`config.mk`:
```
export PLATFORM = sky130hd
export DESIGN_NAME = and_gate
export DESIGN_NICKNAME = d
export VERILOG_FILES = /design/src/rtl/and_gate_pkg.sv /design/src/rtl/and_gate_skid.sv /design/src/rtl/and_gate.sv
export SDC_FILE = /design/constraint.sdc
export NUM_CORES = 1
export LEC_CHECK = 0
export CAP_MARGIN = 20
export CELL_PAD_IN_SITES_DETAIL_PLACEMENT = 1
export CELL_PAD_IN_SITES_GLOBAL_PLACEMENT = 1
export CORE_MARGIN = 2
export CORE_UTILIZATION = 41
export CTS_BUF_LIST = sky130_fd_sc_hd__clkbuf_8
export CTS_CLUSTER_DIAMETER = 150
export DETAILED_ROUTE_END_ITERATION = 6
export GPL_ROUTABILITY_DRIVEN = 0
export HOLD_SLACK_MARGIN = 0.08
export PLACE_DENSITY = 0.95
export SLEW_MARGIN = 25
export SYNTH_ARGS = -nofsm -noshare
export SYNTH_HDL_FRONTEND = slang
export SYNTH_SLANG_ARGS = --single-unit
```
`constraint.sdc`:
```
create_clock -name clk -period 2.05 [get_ports clk]
set_input_delay 0.3075 -clock clk [delete_from_list [all_inputs] [get_ports clk]]
set_output_delay 0.3075 -clock clk [all_outputs]
set_load 0.03 [all_outputs]
```
`src/rtl/and_gate_pkg.sv`:
```
// Shared definitions for the and_gate stage: beat counter width,
// reduction flag layout and the counter increment helper.
package and_gate_pkg;

    localparam int COUNT_W = 16;

    // Reduction flags carried alongside the AND result in every beat.
    typedef struct packed {
        logic all_ones;
        logic none;
    } flags_t;

    function automatic logic [COUNT_W-1:0] next_count(input logic [COUNT_W-1:0] count);
        return count + COUNT_W'(1);
    endfunction

endpackage

```
`src/rtl/and_gate_skid.sv`:
```
// Generic valid/ready register slice: a 2-entry skid buffer with a registered
// in_ready (SKID=1), or a single register stage with pass-through ready (SKID=0).
module and_gate_skid #(
    parameter int DATA_W = 1,
    parameter int SKID   = 1
) (
    input  logic              clk,
    input  logic              rst_n,
    input  logic              in_valid,
    output logic              in_ready,
    input  logic [DATA_W-1:0] in_data,
    output logic              out_valid,
    input  logic              out_ready,
    output logic [DATA_W-1:0] out_data
);

    logic              main_valid;
    logic [DATA_W-1:0] main_data;

    assign out_valid = main_valid;
    assign out_data  = main_data;

    generate
        if (SKID != 0) begin : g_skid
            logic              skid_valid;
            logic [DATA_W-1:0] skid_data;
            logic              ready_r;
            logic              in_fire;
            logic              out_fire;
            logic              load_skid;

            assign in_ready  = ready_r;
            assign in_fire   = in_valid & ready_r;
            assign out_fire  = main_valid & out_ready;
            assign load_skid = !skid_valid && in_fire && main_valid && !out_fire;

            // main_data is cleared on reset so the idle output reads 0
            always_ff @(posedge clk or negedge rst_n) begin
                if (!rst_n) begin
                    main_valid <= 1'b0;
                    main_data  <= '0;
                    skid_valid <= 1'b0;
                    ready_r    <= 1'b0;
                end else begin
                    if (skid_valid) begin
                        if (out_fire) begin
                            main_data  <= skid_data;
                            skid_valid <= 1'b0;
                        end
                    end else if (in_fire) begin
                        if (!main_valid || out_fire) begin
                            main_valid <= 1'b1;
                            main_data  <= in_data;
                        end else begin
                            skid_valid <= 1'b1;
                        end
                    end else if (out_fire) begin
                        main_valid <= 1'b0;
                    end
                    ready_r <= skid_valid ? out_fire : !load_skid;
                end
            end

            always_ff @(posedge clk) begin
                if (load_skid) begin
                    skid_data <= in_data;
                end
            end
        end else begin : g_single
            logic live;
            logic in_fire;

            // live holds in_ready low until the first edge after reset release
            assign in_ready = live & (~main_valid | out_ready);
            assign in_fire  = in_valid & in_ready;

            always_ff @(posedge clk or negedge rst_n) begin
                if (!rst_n) begin
                    live       <= 1'b0;
                    main_valid <= 1'b0;
                    main_data  <= '0;
                end else begin
                    live <= 1'b1;
                    if (in_fire) begin
                        main_valid <= 1'b1;
                        main_data  <= in_data;
                    end else if (main_valid && out_ready) begin
                        main_valid <= 1'b0;
                    end
                end
            end
        end
    endgenerate

endmodule

```
`src/rtl/and_gate.sv`:
```
// Registered bitwise AND of two operand vectors with all-ones / all-zeros
// reduction flags, valid/ready flow control and a delivered-beat counter.
module and_gate
    import and_gate_pkg::*;
#(
    parameter int WIDTH = 1,
    parameter int SKID  = 1
) (
    input  logic               clk,
    input  logic               rst_n,
    input  logic               in_valid,
    output logic               in_ready,
    input  logic [WIDTH-1:0]   in1,
    input  logic [WIDTH-1:0]   in2,
    output logic               out_valid,
    input  logic               out_ready,
    output logic [WIDTH-1:0]   out,
    output logic               out_all,
    output logic               out_none,
    output logic [COUNT_W-1:0] beat_count
);

    typedef struct packed {
        logic [WIDTH-1:0] value;
        flags_t           flags;
    } beat_t;

    localparam int BEAT_W = $bits(beat_t);

    function automatic beat_t make_beat(input logic [WIDTH-1:0] a, input logic [WIDTH-1:0] b);
        beat_t r;
        r.value          = a & b;
        r.flags.all_ones = &r.value;
        r.flags.none     = ~|r.value;
        return r;
    endfunction

    beat_t             in_beat;
    beat_t             out_beat;
    logic [BEAT_W-1:0] out_bits;

    // Operands are only captured on acceptance, so unaccepted inputs never reach out
    assign in_beat = make_beat(in1, in2);

    and_gate_skid #(
        .DATA_W (BEAT_W),
        .SKID   (SKID)
    ) u_slice (
        .clk       (clk),
        .rst_n     (rst_n),
        .in_valid  (in_valid),
        .in_ready  (in_ready),
        .in_data   (in_beat),
        .out_valid (out_valid),
        .out_ready (out_ready),
        .out_data  (out_bits)
    );

    assign out_beat = beat_t'(out_bits);
    assign out      = out_beat.value;
    assign out_all  = out_beat.flags.all_ones;
    assign out_none = out_beat.flags.none;

    always_ff @(posedge clk or negedge rst_n) begin
        if (!rst_n) begin
            beat_count <= '0;
        end else if (out_valid && out_ready) begin
            beat_count <= next_count(beat_count);
        end
    end

endmodule

```
==> results.toml <==
[synth]
netlist.area_leader.share_pct = 53.0
yosysMostFrequentCell = "dfrtp_1"
yosys-top-cells-count = "dfrtp_1 (21), xnor2_1 (13), nand2_1 (11)"
synthesis.nets = 88
synthArstFlopShare_pct = 91.3
synth_cell_types = 22
yosysTopAreaCell = "dfrtp_1"
yosys-top-cells-area = "dfrtp_1 (53%), xnor2_1 (11%), edfxtp_1 (6.1%)"
synth_seq_area_share_pct = 59.1
yosys_warnings = 0
avgSynthCellArea_um2 = 12.2
synth_edf_count = 2
netlist_instances = 81
synth_flop_cell = "dfrtp_1"
ys_ff_latch = 23
synth_area_um2 = 991

[clocking]
cts_tree = "built"
cts_buffers = 3
clock_latency_ns = 0.26
cts_resized = 0
postCtsHoldBufs = 0
cts_setup_buffers = 0
cts.path.max_buffers = 2
clock-sinks = 23
cts_root_buf = "clkbuf_8"
cts_max_level = 1
path_clk_slew_ns = 0.09

[place]
dp_hpwl_um = 1570
placed_cell_area_um2 = 1290
port_buffers = 26
place_inst = 135

[drt]
drt_wl_total_um = 2110
drt_iter0_drc = 7
vias_per_cell = 5.19
wl_per_cell_um = 15.2
drtPass1Iterations = 4
drc = 0
vias = 721
ant_nets = 0

[die]
rows = 17
die_w_um = 53.2
fp.dieH_um = 53.2
core-area_um2 = 2250
pin_count = 27
initial_utilization_pct = 44.0
die_area_um2 = 2830

[finish]
synthToLayoutAreaGrowth_pct = 34.3
fin_area_um2 = 1330
diodes = 0
final_layout_size_suffix_gt1_share_pct = 10.8
nets = 119
final_cells = 139

[critical_path]
crit_path_start = "u_slice.out_valid"
cp_data_required_time_ns = 1.74
path_cells = "clkdlybuf4s50_1"
cp_max_fo = 7
cp-end-kind = "primary output"
critPathSlowestCell = "clkdlybuf4s50_1"
worstSetupPathType = "reg2out"
reg2reg_from = "u_slice.out_valid"
worst_path_dominant_cell_family = "buffers and inverters"
startpoint_type = "flop"
max_stage_delay_ns = 0.72
cp.buffers_inverters = 1
arrival_ns = 1.45

[sta]
report.final.slew_viol_count = 0
skew_ns = 0.00639
grt_setup_unrepaired = "no"
hold_viol_final = 0
max_freq_mhz = 568
fin_tns_setup_ns = 0
fin_crit_sh_pct = 85.8
min_period_ns = 1.76
setup_violations = 0
slew_headroom_pct = 78.7
tightest_slew_ns = 0.319

[global_route]
antenna_found_initial = 0
grtUsageMet2_pct = 31.5
grt_pass1_vias = 748
grt_max_degree = 22
gr-usage-all-layers_pct = 17.6
grt_util_met1_pct = 21.9
globalRouteMet3Util_pct = 3.39
grt.overflow.total = 0
grt_busiest_layer = "met2"
grt_pass1_wl_um = 3480

[run]
cap_violations = 0

[hold_path]
hold_path_class = "in2async"

[pwr]
peakVddDrop_mv = 0.876
p_leak_nw = 0.583
p_per_area_nw_per_um2 = 1210

[run_status]
status = "completed"
==> logic make-up after synthesis <==
logic type               synth area share [%]
adder cells (fa/ha/maj)                  1.26
AO/OA/AOI/OAI                            2.27
flip-flops                               59.1
multiplexers                             4.55
AND/OR/NAND/NOR                          18.1
XOR/XNOR                                 13.3
buffers and inverters                    1.52
==> final timing paths <==
check / end / slack (ns) / depth (start not counted)
min in group clk: beat_count[15] / 0.49 / 1
min: beat_count[5] / 0.39 / 2
max in group asynchronous: u_slice.g_skid.skid_valid / 1.44 / 2
min reg2reg: beat_count[15] / 0.49 / 1
max reg2reg: beat_count[8] / 0.64 / 4
max: out_valid / 0.29 / 1
==> cell usage in the layout (no fill, tap or decap), types with 2 or more instances in the layout <==
master           instances
clkdlybuf4s50_1         26
dfrtp_1                 21
xnor2_1                 13
nand2_1                 11
nand3_1                  7
mux2_2                   4
inv_1                    3
nand4_1                  3
clkbuf_8                 3
o21ai_0                  2
and3_1                   2
and4_4                   2
xor2_1                   2
edfxtp_1                 2
==> layout make-up <==
cell class	instances	area (µm²)
inverters	2	7.51
repair buffers	27	268
flip-flops and latches	23	586
clock buffers	3	41.3
clock inverters	1	3.75
fillers	250	923
well taps	28	35.0
multi-input cells	55	390
==> where the power goes <==
| part | switching (mW) | leakage, nW | total (mW) | internal [mW] |
|---|---|---|---|---|
| clock network | 0.143 | 0.0269 | 0.277 | 0.134 |
| logic | 0.356 | 0.266 | 0.646 | 0.290 |
| registers | 0.128 | 0.290 | 0.691 | 0.563 |
==> registers in the layout, indices dropped and copies added (netlist names) <==
register,flops
u_slice.out_valid,1
beat_count,16
u_slice.g_skid.skid_data,2
u_slice.in_ready,1
u_slice.g_skid.skid_valid,1
u_slice.out_data,2
==> metrics by stage <==
step / hold WS [ns] / util (%) / power, mW / worst slack (ns)
global placement: 0.473 / 57.0 / 1.32 / 0.366
CTS: 0.404 / 59.0 / 1.63 / 0.278
detailed placement: 0.482 / 57.0 / 1.35 / 0.279
floorplan: 0.0119 / - / 1.08 / 0.584
finish: 0.390 / 59.0 / 1.61 / 0.290
global route: 0.412 / 59.0 / 1.70 / 0.240
==> layer usage <==
metal	share of wire (%)	routed length, µm	up-vias
met2	54	1130	19
met4	0	0	0
met5	0	0	-
met1	42	894	367
li1	-	-	335
met3	4.0	85	0
No activity file was read; power rests on OpenSTA's default activity.
